==> config.mk <==
export PLATFORM = sky130hd
export DESIGN_NAME = key_event_gen
export DESIGN_NICKNAME = d
export VERILOG_FILES = /design/src/rtl/key_event_pkg.sv /design/src/rtl/key_event_channel.sv /design/src/rtl/key_event_gen.sv
export SDC_FILE = /design/constraint.sdc
export NUM_CORES = 1
export LEC_CHECK = 0
export ABC_AREA = 1
export CORE_ASPECT_RATIO = 1.4
export CORE_MARGIN = 3
export CORE_UTILIZATION = 45
export DETAILED_ROUTE_END_ITERATION = 7
export DONT_BUFFER_PORTS = 1
export SYNTH_ARGS = -nofsm -noshare
export SYNTH_HDL_FRONTEND = slang
export SYNTH_SLANG_ARGS = --single-unit
==> constraint.sdc <==
create_clock -name clk -period 3.87 [get_ports clk]
set_clock_uncertainty 0.05 [all_clocks]
set_input_delay 1.161 -clock clk [delete_from_list [all_inputs] [get_ports clk]]
set_output_delay 1.161 -clock clk [all_outputs]
set_load 0.02 [all_outputs]
==> src/rtl/key_event_pkg.sv <==
// Shared types and width helpers for the key event generator.
//   ke_state_t : per-channel event FSM state
//   cnt_w()    : counter width helper, never returns less than 1
package key_event_pkg;

    typedef enum logic [1:0] {
        KE_IDLE,
        KE_PRESSED,
        KE_HELD
    } ke_state_t;

    // Width of a counter that must hold values up to n-1 (at least 1 bit)
    function automatic int unsigned cnt_w(input int unsigned n);
        return (n <= 1) ? 1 : $clog2(n);
    endfunction

    // Default-parameter widths, for reference by integrators
    localparam int unsigned KE_DEB_W_DEF   = cnt_w(20 + 1);
    localparam int unsigned KE_HOLD_W_DEF  = cnt_w(800 + 1);
    localparam int unsigned KE_REP_W_DEF   = cnt_w(100 + 1);
    localparam int unsigned KE_PRESC_W_DEF = cnt_w(50000000 / 1000);

endpackage

==> src/rtl/key_event_channel.sv <==
// One key channel: 2-FF synchroniser, ms-tick debounce, and the
// press / release / long-press / auto-repeat event FSM.
// Ports:
//   clk, rst     : clock, synchronous active-high reset
//   ms_tick      : shared 1 ms strobe, one clk wide
//   key          : raw key, active-low, asynchronous
//   key_state    : debounced level (1 = released)
//   press        : one-clk pulse on accepted press
//   release_evt  : one-clk pulse on accepted release
//   long_press   : one-clk pulse when hold time reaches LONG_MS
//   repeat_evt   : one-clk pulse every REPEAT_MS after long_press
module key_event_channel
    import key_event_pkg::*;
#(
    parameter int unsigned DEBOUNCE_MS = 20,
    parameter int unsigned LONG_MS     = 800,
    parameter int unsigned REPEAT_MS   = 100
) (
    input  logic clk,
    input  logic rst,
    input  logic ms_tick,
    input  logic key,
    output logic key_state,
    output logic press,
    output logic release_evt,
    output logic long_press,
    output logic repeat_evt
);

    localparam int unsigned DW = cnt_w(DEBOUNCE_MS + 1);
    localparam int unsigned HW = cnt_w(LONG_MS + 1);
    localparam int unsigned RW = cnt_w(REPEAT_MS + 1);

    logic          sync_q1;
    logic          sync_q2;
    logic [DW-1:0] deb_cnt;

    ke_state_t     state;
    ke_state_t     state_nx;
    logic [HW-1:0] hold_cnt;
    logic [HW-1:0] hold_nx;
    logic [RW-1:0] rep_cnt;
    logic [RW-1:0] rep_nx;
    logic          press_nx;
    logic          release_nx;
    logic          long_nx;
    logic          repeat_nx;

    // Two-stage synchroniser; resets to the released level
    always_ff @(posedge clk) begin
        if (rst) begin
            sync_q1 <= 1'b1;
            sync_q2 <= 1'b1;
        end else begin
            sync_q1 <= key;
            sync_q2 <= sync_q1;
        end
    end

    // Debounce: accept a new level after DEBOUNCE_MS consecutive ticks of disagreement
    always_ff @(posedge clk) begin
        if (rst) begin
            deb_cnt   <= '0;
            key_state <= 1'b1;
        end else if (sync_q2 == key_state) begin
            deb_cnt <= '0;
        end else if (ms_tick) begin
            if (deb_cnt == DW'(DEBOUNCE_MS - 1)) begin
                key_state <= sync_q2;
                deb_cnt   <= '0;
            end else begin
                deb_cnt <= deb_cnt + DW'(1);
            end
        end
    end

    // Event FSM state, counters and registered pulses
    always_ff @(posedge clk) begin
        if (rst) begin
            state       <= KE_IDLE;
            hold_cnt    <= '0;
            rep_cnt     <= '0;
            press       <= 1'b0;
            release_evt <= 1'b0;
            long_press  <= 1'b0;
            repeat_evt  <= 1'b0;
        end else begin
            state       <= state_nx;
            hold_cnt    <= hold_nx;
            rep_cnt     <= rep_nx;
            press       <= press_nx;
            release_evt <= release_nx;
            long_press  <= long_nx;
            repeat_evt  <= repeat_nx;
        end
    end

    // Next-state and pulse decode; a release always wins over a tick
    always_comb begin
        state_nx   = state;
        hold_nx    = hold_cnt;
        rep_nx     = rep_cnt;
        press_nx   = 1'b0;
        release_nx = 1'b0;
        long_nx    = 1'b0;
        repeat_nx  = 1'b0;
        case (state)
            KE_IDLE: begin
                // key_state is 1 whenever IDLE is entered, so a 0 here is a falling edge
                if (!key_state) begin
                    press_nx = 1'b1;
                    hold_nx  = '0;
                    state_nx = KE_PRESSED;
                end
            end
            KE_PRESSED: begin
                if (key_state) begin
                    release_nx = 1'b1;
                    state_nx   = KE_IDLE;
                end else if (ms_tick) begin
                    if (hold_cnt == HW'(LONG_MS - 1)) begin
                        long_nx  = 1'b1;
                        rep_nx   = '0;
                        state_nx = KE_HELD;
                    end else begin
                        hold_nx = hold_cnt + HW'(1);
                    end
                end
            end
            KE_HELD: begin
                if (key_state) begin
                    release_nx = 1'b1;
                    state_nx   = KE_IDLE;
                end else if (ms_tick) begin
                    if (rep_cnt == RW'(REPEAT_MS - 1)) begin
                        repeat_nx = 1'b1;
                        rep_nx    = '0;
                    end else begin
                        rep_nx = rep_cnt + RW'(1);
                    end
                end
            end
            default: state_nx = KE_IDLE;
        endcase
    end

endmodule

==> src/rtl/key_event_gen.sv <==
// Key conditioning front end: shared 1 ms prescaler feeding N_KEYS
// independent debounce/event channels.
// Ports:
//   clk, rst     : clock, synchronous active-high reset
//   key          : raw keys, active-low, asynchronous
//   key_state    : debounced levels (1 = released)
//   press        : per-key one-clk press pulses
//   release_evt  : per-key one-clk release pulses
//   long_press   : per-key one-clk long-press pulses
//   repeat_evt   : per-key one-clk auto-repeat pulses
module key_event_gen
    import key_event_pkg::*;
#(
    parameter int unsigned F_CLK       = 50000000,
    parameter int unsigned N_KEYS      = 6,
    parameter int unsigned DEBOUNCE_MS = 20,
    parameter int unsigned LONG_MS     = 800,
    parameter int unsigned REPEAT_MS   = 100
) (
    input  logic              clk,
    input  logic              rst,
    input  logic [N_KEYS-1:0] key,
    output logic [N_KEYS-1:0] key_state,
    output logic [N_KEYS-1:0] press,
    output logic [N_KEYS-1:0] release_evt,
    output logic [N_KEYS-1:0] long_press,
    output logic [N_KEYS-1:0] repeat_evt
);

    localparam int unsigned MS_CYCLES = F_CLK / 1000;
    localparam int unsigned PW        = cnt_w(MS_CYCLES);

    logic [PW-1:0] presc;
    logic          ms_tick;

    // Tick is high for the single cycle in which the prescaler wraps
    assign ms_tick = (presc == PW'(MS_CYCLES - 1));

    // 1 ms prescaler
    always_ff @(posedge clk) begin
        if (rst) begin
            presc <= '0;
        end else if (ms_tick) begin
            presc <= '0;
        end else begin
            presc <= presc + PW'(1);
        end
    end

    // One channel per key, all sharing ms_tick
    for (genvar i = 0; i < N_KEYS; i++) begin : g_ch
        key_event_channel #(
            .DEBOUNCE_MS (DEBOUNCE_MS),
            .LONG_MS     (LONG_MS),
            .REPEAT_MS   (REPEAT_MS)
        ) u_ch (
            .clk         (clk),
            .rst         (rst),
            .ms_tick     (ms_tick),
            .key         (key[i]),
            .key_state   (key_state[i]),
            .press       (press[i]),
            .release_evt (release_evt[i]),
            .long_press  (long_press[i]),
            .repeat_evt  (repeat_evt[i])
        );
    end

endmodule

Word level (Yosys, flattened, before mapping)

Cells that the tools add are included.
W data, S select, Z words.

Output and inout bits: 30
Bits in registers: 202

Equal/unequal tests: 97
Reductions and logical operators: 79
Bitwise logic cells: 31
$add $sub $neg: 19
Mux-type cells: 138

Operator list:

| operator                | number |
|---|---|
| $mux W7                 | 36 |
| $mux W10                | 24 |
| $pmux W10 S2            | 6 |
| $pmux W7 S2             | 6 |
| $ne A2 B2 Y1 const B    | 34 |
| $add A10 B1 Y10 const B | 6 |
| $eq A10 B10 Y1 const B  | 6 |
| $mux W2                 | 30 |
| $reduce_or A2 Y1        | 25 |
| $reduce_or A4 Y1        | 12 |
| $add A7 B1 Y7 const B   | 6 |
| $eq A7 B7 Y1 const B    | 6 |
| $pmux W2 S3             | 6 |
| $reduce_and A6 Y1       | 6 |
| $not A1 Y1              | 31 |
| $add A5 B1 Y5 const B   | 6 |
| $eq A5 B5 Y1 const B    | 6 |
| $mux W5                 | 6 |
| $reduce_and A5 Y1       | 6 |
| $ne A2 B1 Y1 const B    | 14 |
| $mux W1                 | 24 |
| $reduce_and A4 Y1       | 6 |
| $reduce_bool A2 Y1      | 12 |
| $ne A3 B1 Y1 const B    | 7 |
| 8 further kinds         | 37 |

Longest topological paths before layout

Depth in word-level cells: 5
Depth in mapped cells: 13

Modules after synthesis

Synthesis repeated with hierarchy kept, for this count alone.

Cells, all modules: 1578
Area, all modules: 10939.2 sq um

Modules (own cells, without submodules):

| module                                | seq. area each (sq um) | cells each | instances | area each (sq um) |
|---|---|---|---|---|
| key_event_channel at g_ch[0].u_ch ... | 620.6                  | 242        | 4         | 1682.9 |
| key_event_channel at g_ch[5].u_ch     | 620.6                  | 240        | 1         | 1700.4 |
| key_event_channel at g_ch[3].u_ch     | 620.6                  | 241        | 1         | 1660.3 |
| key_event_gen                         | 320.3                  | 129        | 1         | 847.1 |

Worst setup path before layout

No wires, ideal clock.

Path kind: in2reg
Start point: in rst
End point: reg g_ch[1].u_ch.rep_cnt[2]
Buffers on the path: 3
Slack: 1.606 ns
Library setup time: 0.070 ns
Stages: 6
Arrival time: 2.144 ns
Path through: clkbuf_1 -> inv_1 -> clkbuf_1 -> clkbuf_1 -> o21ai_0 -> a21oi_1

RTL lines:

| element              | line                    | source |
|---|---|---|
| start, declared      | key_event_gen.sv:21     | `input logic rst,` |
| end signal, assigned | key_event_channel.sv:90 | `rep_cnt <= rep_nx;` |
| end, declared        | key_event_channel.sv:42 | `logic [RW-1:0] rep_cnt;` |

Worst setup path in the final report

Start point: reg g_ch[1].u_ch.key_state
End point: out key_state[1]

RTL lines:

| element                | line                    | source |
|---|---|---|
| start, declared        | key_event_channel.sv:23 | `output logic key_state,` |
| start signal, assigned | key_event_channel.sv:69 | `key_state <= sync_q2;` |
| end, declared          | key_event_gen.sv:23     | `output logic [N_KEYS-1:0] key_state,` |

No word-level cell between the ends.

==> metrics.txt <==
Root Driver=clkbuf_16; Die Y=190 um; maxcap violations=0; ys async rst share=0%; initial antenna violation count=0; EDFF count, synth=0; fmax=417 MHz; synth warn=0; vias in the first global route=about 9000; total CTS buffers=23; status=finished, final reports clean; fin nets=approximately 1600; IO Pins=38; post-CTS setup buffers=0; Final WS setup=1470 ps; Synth cell types=49; cell count after synthesis=1563; crit path launch type=flip-flop; GRT Util Overall=~18%; synthesized area=10900 um2; DP Wirelength=15800 um; DIE WIDTH=137 um; Fill cells=2421; Final setup viols=0; Metal-1 WL=10600 um; die area=26000 um2; P&R area growth vs syn=6.73%; Non-Filler Instances=1843; WP data required=2660 ps; Synth area leader=dfxtp_1; Antenna Cells=0; met2 routed wirelength=11300 um; Setup CP Type=reg -> out; met3 WL=831 um; worst endpoint data arrival time=1190 ps; Relative slew margins=61.1%; Core Box Area=23500 um2; global-route wire length before repair=around 40000 um; gpl congestion=0.830; clk buf depth=3; post-route ant nets=0; total length of routed wires=23000 um; pre-CTS WS=1360 ps; drt initial violations=454; CP Capture Type=output pin; crit path max fanout=10; DRC violation count after routing=0; Slew @ Worst Pin=583 ps; post-CTS sizing=0; Final TNS setup=0 ps; routed length per instance=12.5 um; I/O Buffers=0; placed insts=1803; DR vias=9278; row count=66; final worst path period need=roughly 2400 ps; TritonCTS clock tree=built; leakage power=4.48 nW; final core utilization=49.4%; Hold Vio Cnt, Final=0; share of cells above drive strength 1=about 7.4%; PwrDens=389 nW/um2; Worst-path clk slew=60 ps; DR top layer=met4; vias per std cell=5.03; Initial Util=46.3%; Final Cycle Share=61.9%; CTS sink count=202; Hold-fix buffers, CTS=0; H-tree depth=1; RSZ-0062 raised after global routing=false; Area after DPL=10800 um2; Synth Area per Inst=just under 7 um2; Congestion Overflow GR=0; worst skew pair latency=500 ps; final-report max-slew violation count=0; largest net degree at the start of global routing=91; Finished Cell Area=11600 um2; syn_nets=between 1500 and 2000; Peak supply drop=approximately 0.00034 V; worst min-delay path category=reg -> reg; share of the synthesized area in the top cell type=37.3%; Synth area leaders=dfxtp_1 37%, nand2_1 11%, nor2_1 8.9%; drt pass-1 iters=5; sequential share of the synthesized area=37.3%; FF+latch count, synth=202; Top FF cell, synth=dfxtp_1
[power breakdown]
part / internal, W / total, W / leakage (nW) / switching (W)
logic: 0.0000465 / 0.000154 / 2.47 / 0.000107
registers: 0.00210 / 0.00211 / 1.63 / 0.0000133
clock network: 0.00140 / 0.00225 / 0.380 / 0.000844
total: 0.00355 / 0.00451 / 4.48 / 0.000964
[registers in the layout, summed over array words and instances (netlist names)]
name / cells
g_ch.u_ch.hold_cnt: 60
g_ch.u_ch.release_evt: 6
g_ch.u_ch.deb_cnt: 30
g_ch.u_ch.rep_cnt: 42
g_ch.u_ch.sync_q2: 6
presc: 16
g_ch.u_ch.sync_q1: 6
g_ch.u_ch.long_press: 6
g_ch.u_ch.press: 6
g_ch.u_ch.repeat_evt: 6
g_ch.u_ch.key_state: 6
g_ch.u_ch.state: 12
[layout make-up]
class | instances | area [um2] | share of cell area, %
flip-flops and latches | 202 | 4040 | 34.9
inverters | 169 | 643 | 5.55
clock inverters | 5 | 103 | 0.886
clock buffers | 35 | 681 | 5.88
multi-input cells | 1123 | 5710 | 49.3
well taps | 306 | 383 | 3.31
repair buffers | 3 | 22.5 | 0.194
[cells in the final DEF (no fill, tap or decap), types with 5 or more instances in the layout]
master | synthesis | final
nand2_1 | 326 | 326
nor2_1 | 257 | 257
dfxtp_1 | 202 | 202
inv_1 | 154 | 153
a21oi_1 | 127 | 127
nand3_1 | 109 | 109
o21ai_0 | 65 | 65
ha_1 | 43 | 43
nor3_1 | 35 | 35
nand4_1 | 29 | 29
clkbuf_16 | 0 | 23
xor2_1 | 19 | 19
or2_2 | 13 | 13
nand2_2 | 12 | 12
nor3b_1 | 10 | 10
inv_2 | 8 | 9
nor3_2 | 8 | 8
nand3_2 | 6 | 6
xnor2_1 | 6 | 6
nor4_1 | 6 | 6
clkbuf_1 | 23 | 6
clkbuf_8 | 0 | 6
nor2_4 | 5 | 5
[routing by layer]
metal | global-route usage, % | vias to the layer above
li1 | - | 4935
met2 | 32.3 | 106
met1 | 22.5 | 4212
met3 | 2.75 | 25
met4 | 4.11 | 0
met5 | 0 | -
[per-stage QoR]
step                      hold slack (ps)  power, W
final                                 357   0.00451
after global routing                  371   0.00468
after CTS                             361   0.00458
after detailed placement              347   0.00231
after global placement                345   0.00231
after floorplan                       339   0.00229
[synth_stat cells (3+ instances only)]
master / instances
nor4_1: 6
nand4_1: 29
nand2_4: 4
nand2_1: 326
o21ai_0: 65
nor3_2: 8
o21bai_1: 3
xnor2_1: 6
xor2_1: 19
inv_1: 154
clkinv_1: 3
nand2_2: 12
a21oi_1: 127
inv_2: 8
nand3_4: 4
nor2_2: 4
nor2_1: 257
clkinv_2: 3
nor3_1: 35
or2_0: 4
buf_4: 34
nor3b_1: 10
or2_2: 13
nor4b_1: 3
nand3_1: 109
nand3b_1: 4
a211oi_1: 3
nor3b_2: 4
ha_1: 43
nor2_4: 5
nand3_2: 6
dfxtp_1: 202
a31oi_1: 3
clkbuf_1: 23
buf_6: 6
[final timing paths]
check | startpoint | cells after the start | slack (ps) | endpoint
max reg2reg | presc[0]$_SDFF_PP0_ | 9 | 1650 | presc[12]$_SDFF_PP0_
max | g_ch[1].u_ch.key_state$_SDFFE_PP1P_ | 0 | 1470 | key_state[1]
min reg2reg | g_ch[0].u_ch.sync_q1$_SDFF_PP1_ | 1 | 360 | g_ch[0].u_ch.sync_q2$_SDFF_PP1_
min | g_ch[0].u_ch.sync_q1$_SDFF_PP1_ | 1 | 360 | g_ch[0].u_ch.sync_q2$_SDFF_PP1_
[cells by family after synthesis]
| logic type | count (synthesis) | share of synthesized area (%) |
|---|---|---|
| adders and majority gates | 43 | 4.96 |
| DFF | 202 | 37.3 |
| AOI/OAI and AO/OA | 210 | 10.1 |
| buffers and inverters | 238 | 10.1 |
| and+or+nand+nor | 845 | 35.6 |
| xor gates and xnor gates | 25 | 2.02 |
No activity file was read; power rests on OpenSTA's default activity.
